$ cat src/rtl/mem_arb_pkg.sv
// Shared types and constants for the unified-memory port arbiter.
package mem_arb_pkg;

   // Transaction FSM: arbitrate in IDLE/RESP, drive memory in ACCESS.
   typedef enum logic [1:0] {
      S_IDLE   = 2'd0,
      S_ACCESS = 2'd1,
      S_RESP   = 2'd2
   } state_t;

   // Port identifiers, also used as the grant/last-winner encoding.
   localparam logic PORT_CPU = 1'b0;
   localparam logic PORT_DBG = 1'b1;

   // Default cap on consecutive locked debug-port grants while the CPU waits.
   localparam int LOCK_MAX_DEF = 4;

endpackage

$ cat src/rtl/mem_port_arbiter_pick.sv
// Combinational winner selection between the CPU port (0) and debug port (1).
// Round-robin on ties, unless the debug port holds an unexpired lock.
module arb_pick
   import mem_arb_pkg::*;
#(
   parameter int LOCK_MAX = LOCK_MAX_DEF,
   parameter int CNT_W    = $clog2(LOCK_MAX + 1)
) (
   input  logic             req0,
   input  logic             req1,
   input  logic             last,
   input  logic             lock_active,
   input  logic [CNT_W-1:0] lock_cnt,
   output logic             gnt_vld,
   output logic             win
);

   // Pick the winner; a saturated lock falls back to the CPU port.
   always_comb begin
      gnt_vld = req0 | req1;
      win     = PORT_CPU;
      if (req0 && req1) begin
         if (lock_active)
            win = (lock_cnt < CNT_W'(LOCK_MAX)) ? PORT_DBG : PORT_CPU;
         else
            win = ~last;
      end else if (req1) begin
         win = PORT_DBG;
      end
   end

endmodule

$ cat src/rtl/mem_port_arbiter.sv
// Two-port arbiter in front of the unified instruction/data memory.
// One single-beat transaction per grant: ACCESS drives the memory for a
// cycle, RESP returns data/ack. All outputs decode from registered state.
module mem_port_arbiter
   import mem_arb_pkg::*;
#(
   parameter int ADDR_W   = 32,
   parameter int DATA_W   = 32,
   parameter int LOCK_MAX = LOCK_MAX_DEF
) (
   input  logic              clk,
   input  logic              reset,
   input  logic              req0,
   input  logic              req1,
   input  logic              we0,
   input  logic              we1,
   input  logic [ADDR_W-1:0] addr0,
   input  logic [ADDR_W-1:0] addr1,
   input  logic [DATA_W-1:0] wdata0,
   input  logic [DATA_W-1:0] wdata1,
   input  logic              lock1,
   output logic              gnt0,
   output logic              gnt1,
   output logic              rvalid0,
   output logic              rvalid1,
   output logic [DATA_W-1:0] rdata0,
   output logic [DATA_W-1:0] rdata1,
   output logic [ADDR_W-1:0] mem_addr,
   output logic [DATA_W-1:0] mem_wdata,
   output logic              mem_read,
   output logic              mem_write,
   input  logic [DATA_W-1:0] mem_rdata
);

   localparam int CNT_W = $clog2(LOCK_MAX + 1);

   state_t             state;
   logic               sel;        // port being served
   logic               last;       // port granted most recently
   logic               lock_prev;  // last grant was port 1 with lock1 set
   logic [CNT_W-1:0]   lock_cnt;
   logic               lat_we;
   logic [ADDR_W-1:0]  lat_addr;
   logic [DATA_W-1:0]  lat_wdata;
   logic [DATA_W-1:0]  rdata_q;
   logic               pick_vld;
   logic               pick_win;
   logic               arb_en;
   logic               do_grant;
   logic               in_acc;
   logic               in_rsp;

   arb_pick #(
      .LOCK_MAX (LOCK_MAX),
      .CNT_W    (CNT_W)
   ) u_pick (
      .req0        (req0),
      .req1        (req1),
      .last        (last),
      .lock_active (lock_prev),
      .lock_cnt    (lock_cnt),
      .gnt_vld     (pick_vld),
      .win         (pick_win)
   );

   // Requests are only looked at between transactions.
   assign arb_en   = (state == S_IDLE) || (state == S_RESP);
   assign do_grant = arb_en && pick_vld;

   // Transaction sequencing.
   always_ff @(posedge clk or negedge reset) begin
      if (!reset) begin
         state <= S_IDLE;
      end else begin
         case (state)
            S_IDLE,
            S_RESP:   state <= pick_vld ? S_ACCESS : S_IDLE;
            S_ACCESS: state <= S_RESP;
            default:  state <= S_IDLE;
         endcase
      end
   end

   // Latch the winner's request fields and update the round-robin pointer.
   always_ff @(posedge clk or negedge reset) begin
      if (!reset) begin
         sel       <= PORT_CPU;
         last      <= PORT_DBG;
         lat_we    <= 1'b0;
         lat_addr  <= '0;
         lat_wdata <= '0;
      end else if (do_grant) begin
         sel       <= pick_win;
         last      <= pick_win;
         lat_we    <= pick_win ? we1    : we0;
         lat_addr  <= pick_win ? addr1  : addr0;
         lat_wdata <= pick_win ? wdata1 : wdata0;
      end
   end

   // Debug-port lock bookkeeping; counts only grants that made the CPU wait.
   always_ff @(posedge clk or negedge reset) begin
      if (!reset) begin
         lock_prev <= 1'b0;
         lock_cnt  <= '0;
      end else if (do_grant) begin
         if (pick_win == PORT_CPU) begin
            lock_prev <= 1'b0;
            lock_cnt  <= '0;
         end else begin
            lock_prev <= lock1;
            if (!lock1)
               lock_cnt <= '0;
            else if (req0 && (lock_cnt != CNT_W'(LOCK_MAX)))
               lock_cnt <= lock_cnt + CNT_W'(1);
         end
      end
   end

   // Capture read data at the end of ACCESS; writes respond with zero.
   always_ff @(posedge clk or negedge reset) begin
      if (!reset)
         rdata_q <= '0;
      else if (state == S_ACCESS)
         rdata_q <= lat_we ? '0 : mem_rdata;
   end

   // Output decode from registered state only.
   assign in_acc    = (state == S_ACCESS);
   assign in_rsp    = (state == S_RESP);
   assign gnt0      = in_acc && (sel == PORT_CPU);
   assign gnt1      = in_acc && (sel == PORT_DBG);
   assign rvalid0   = in_rsp && (sel == PORT_CPU);
   assign rvalid1   = in_rsp && (sel == PORT_DBG);
   assign rdata0    = rvalid0 ? rdata_q : '0;
   assign rdata1    = rvalid1 ? rdata_q : '0;
   assign mem_addr  = in_acc ? lat_addr  : '0;
   assign mem_wdata = in_acc ? lat_wdata : '0;
   assign mem_read  = in_acc && !lat_we;
   assign mem_write = in_acc &&  lat_we;

endmodule

$ cat config.mk
export PLATFORM = sky130hd
export DESIGN_NAME = mem_port_arbiter
export DESIGN_NICKNAME = d
export VERILOG_FILES = /design/src/rtl/mem_arb_pkg.sv /design/src/rtl/mem_port_arbiter_pick.sv /design/src/rtl/mem_port_arbiter.sv
export SDC_FILE = /design/constraint.sdc
export NUM_CORES = 1
export LEC_CHECK = 0
export BUFFER_PORTS_ARGS = -buffer_cell sky130_fd_sc_hd__clkbuf_2
export CORE_AREA = 2 2 118 120
export CTS_BUF_LIST = sky130_fd_sc_hd__clkbuf_16
export CTS_CLUSTER_SIZE = 10
export DETAILED_ROUTE_END_ITERATION = 8
export DIE_AREA = 0 0 120 122
export PLACE_DENSITY = 0.75
export SYNTH_ARGS = -nofsm -noshare
export SYNTH_HDL_FRONTEND = slang
export SYNTH_SLANG_ARGS = --single-unit
export TNS_END_PERCENT = 50
$ cat constraint.sdc
create_clock -name clk -period 2.2 [get_ports clk]
set_input_delay 0.33 -clock clk [delete_from_list [all_inputs] [get_ports clk]]
set_output_delay 0.33 -clock clk [all_outputs]
set_load 0.05 [all_outputs]
==> flow_summary.yaml <==
run_status:
  status: "completed"
routing:
  drtIter0Drc: 127
  routed.top_layer: "met4"
  viasPerCell: 4.69
  vias: 5030
  ant_nets: 0
  wl_met2_um: 7260
  first_pass_iters: 4
  routed_wl_um: 14700
  wire_per_inst_um: 13.7
  drc: 0
  wl_met3_um: 1110
  wl_met1_um: 5980
sta:
  maxSlewViolCount: 0
  period_needed_ns: 2.09
  fmax_ghz: 0.478
  period_share_pct: 95.1
  worstMarginPinSlew_ns: 0.459
  slew_headroom_pct: 69.4
  clock_skew_ns: 0.00992
  final.setup.tns_ns: 0
  finalSetupViolations: 0
  finalHoldViolations: 0
  rsz0062_at_grt: "no"
  timing.hold.ws_ns: 0.208
pwr:
  switching_share_pct: 39.7
  power_per_cell_area_nw_per_um2: 845
  total_leakage_power_nw: 3.96
  p_clk_share_pct: 22.4
  p_switching_mw: 2.55
  intPower_mw: 3.87
  seqPwrFrac_pct: 40.1
  peakVddDrop_mv: 0.482
  power_frac_comb_pct: 37.5
floorplanning:
  dieArea_sq_um: 14600
  row_count: 43
  ioPinCount: 301
  die_h_um: 122
  core_area_sq_um: 13500
  start_util_pct: 41.4
  die_w_um: 120
placed_design:
  placed_cells: 1056
  place_congestion: 0.798
  io_buffers: 300
  hpwl_um: 10800
worst_setup_path:
  crit_path_end: "mem_wdata[23]"
  cpMaxStageDelayCell: "dfrtp_1"
  worstPathRequired_ns: 1.87
  crit_chain: "nand2b_2, inv_1, buf_12, and2_1, clkbuf_2"
  rr_worst_depth: 5
  max_stage_delay_ns: 0.39
  worstPathArrival_ns: 1.76
  endpoint_kind: "output pin"
  startpoint_type: "flop"
  path_delay_family: "buffers and inverters"
  startpoint: "state[1]"
  path_buf_inv: 3
  r2r-end: "lat_addr[7]"
  critPathKind: "flop to output pin"
  r2r_slack_ns: 0.43
  crit_fanout: 67
  reg2reg_from: "lock_prev"
  cp.depth: 5
clocking:
  cts_tree: "done"
  clock_insertion_delay_worst_skew_ns: 0.35
  cts_buffers: 9
  cts_setup_buffers: 0
  h-tree-depth: 3
  clockBufferDepth: 2
  cts.sinks: 105
  cts.reportedPaths.clkPinSlew_ns: 0.07
  root_buffer: "clkbuf_16"
logic_synthesis:
  syn_inst: 608
  synth-seq-cells: 105
  ys_warn_count: 0
  syn_area_sq_um: 5590
  syn_nets: 777
  syn_area_per_cell_sq_um: 9.19
  synthDistinctLibCells: 29
  seq_area_frac_synth_pct: 47.1
finish:
  mostFrequentLayoutCell: "clkbuf_2"
  synthToLayoutAreaGrowth_pct: 35.9
  layout_common_cells: "clkbuf_2 (292), and2_1 (130), dfrtp_1 (104)"
  drive_gt1_share_pct: 37.0
  fillers: 1275
  fin_nets: 1057
  ff_latch_area_sq_um: 2630
  multi_input_area_sq_um: 2740
  final_core_util_pct: 56.2
  stdcell_count: 1073
  antennaDiodeCount: 0
worst_hold_path:
  hold_class: "input pin to flop"
  min_from: "mem_rdata[28]"
grt:
  grt_util_all_layers_pct: 20.0
  antenna_found_initial: 0
  overflow: 0
  grt_max_degree: 112
  first_global_vias: 4719
  grt_pass1_wl_um: 23300
run:
  cap_violations: 0
## layout make-up
| class | instances | area share [%] |
|---|---|---|
| Sequential cell | 105 | 34.6 |
| Clock buffer | 9 | 2.97 |
| Tap cell | 180 | 2.97 |
| Timing Repair Buffer | 314 | 22.7 |
| Clock inverter | 7 | 0.412 |
| Multi-Input combinational cell | 453 | 36.1 |
| Inverter | 5 | 0.264 |
## worst min-delay path, stage by stage
cell      delay (ns)
clkbuf_2        0.08
nand2b_1        0.05
o21ai_0         0.06
## power groups by stage
stage                     registers (mW)  clock network [mW]  logic [mW]
final                               2.57                1.43        2.41
after global routing                2.63                1.57        2.60
after CTS                           2.57                1.48        2.44
after detailed placement            2.61                   0        2.43
after global placement              2.60                   0        2.40
after floorplan                     2.52                   0        1.78
## per-layer routing
metal	vias up	global-route usage, %
li1	2542	-
met1	2272	24.1
met2	193	34.3
met3	23	5.20
met4	0	7.87
met5	-	0
## state kept, by name (all words and copies together), names as in the netlist
name       flops
lat_addr      32
lat_wdata     32
rdata_q       32
lock_cnt       3
state          2
last           1
lat_we         1
lock_prev      1
sel            1
## worst min path at each step
stage                              to  depth (start not counted)
after global placement    lat_addr[9]                          1
after detailed placement  lat_addr[9]                          1
after global routing       rdata_q[1]                          3
after floorplan           lat_addr[0]                          0
after CTS                 rdata_q[28]                          3
final                     rdata_q[28]                          3
## cells in the mapped netlist, drive strengths merged
master	number	area share, %
a21boi	1	0.20
inv	4	0.27
and2	130	15
dfrtp	104	47
nand4bb	1	0.20
nor2b	1	0.11
nor3b	1	0.13
a21oi	65	5.8
nand2b	33	3.7
dfstp	1	0.47
clkbuf	31	2.1
and4	1	0.16
a32o	2	0.36
nand3	2	0.18
mux2i	65	12
mux2	1	0.27
o221ai	1	0.16
nor2	67	4.5
and3	1	0.11
clkinv	1	0.067
nand2	42	2.8
o21ai	36	3.2
buf	14	1.8
ha	2	0.45
o31ai	1	0.13
## cell families (layout without fill, tap and decap cells)
kind of cell    Yosys count  after routing  share of synthesized area, %
compound gates          106            106                          9.90
fa+ha+maj                 2              2                         0.448
buf+inv                  50            335                          4.21
flops                   105            105                          47.1
mux                      66             66                          11.9
simple gates            279            279                          26.5
## what timing repair did
item / CTS / global route
hold buffers: 1 / 0
endpoints found under the setup margin: 0 / 32
hold endpoints to repair: 29 / 0
resized for setup: 0 / 4
## stage by stage
step / area [sq um] / power (mW) / setup WS (ns)
2_1_floorplan: 5590 / 4.30 / 0.0667
3_3_place_gp: 7320 / 4.99 / 0.471
3_5_place_dp: 7320 / 5.04 / 0.443
4_1_cts: 7590 / 6.49 / 0.0576
5_1_grt: 7590 / 6.80 / 0.00291
6_report: 7590 / 6.41 / 0.108
(Power assumes the default switching activity.)
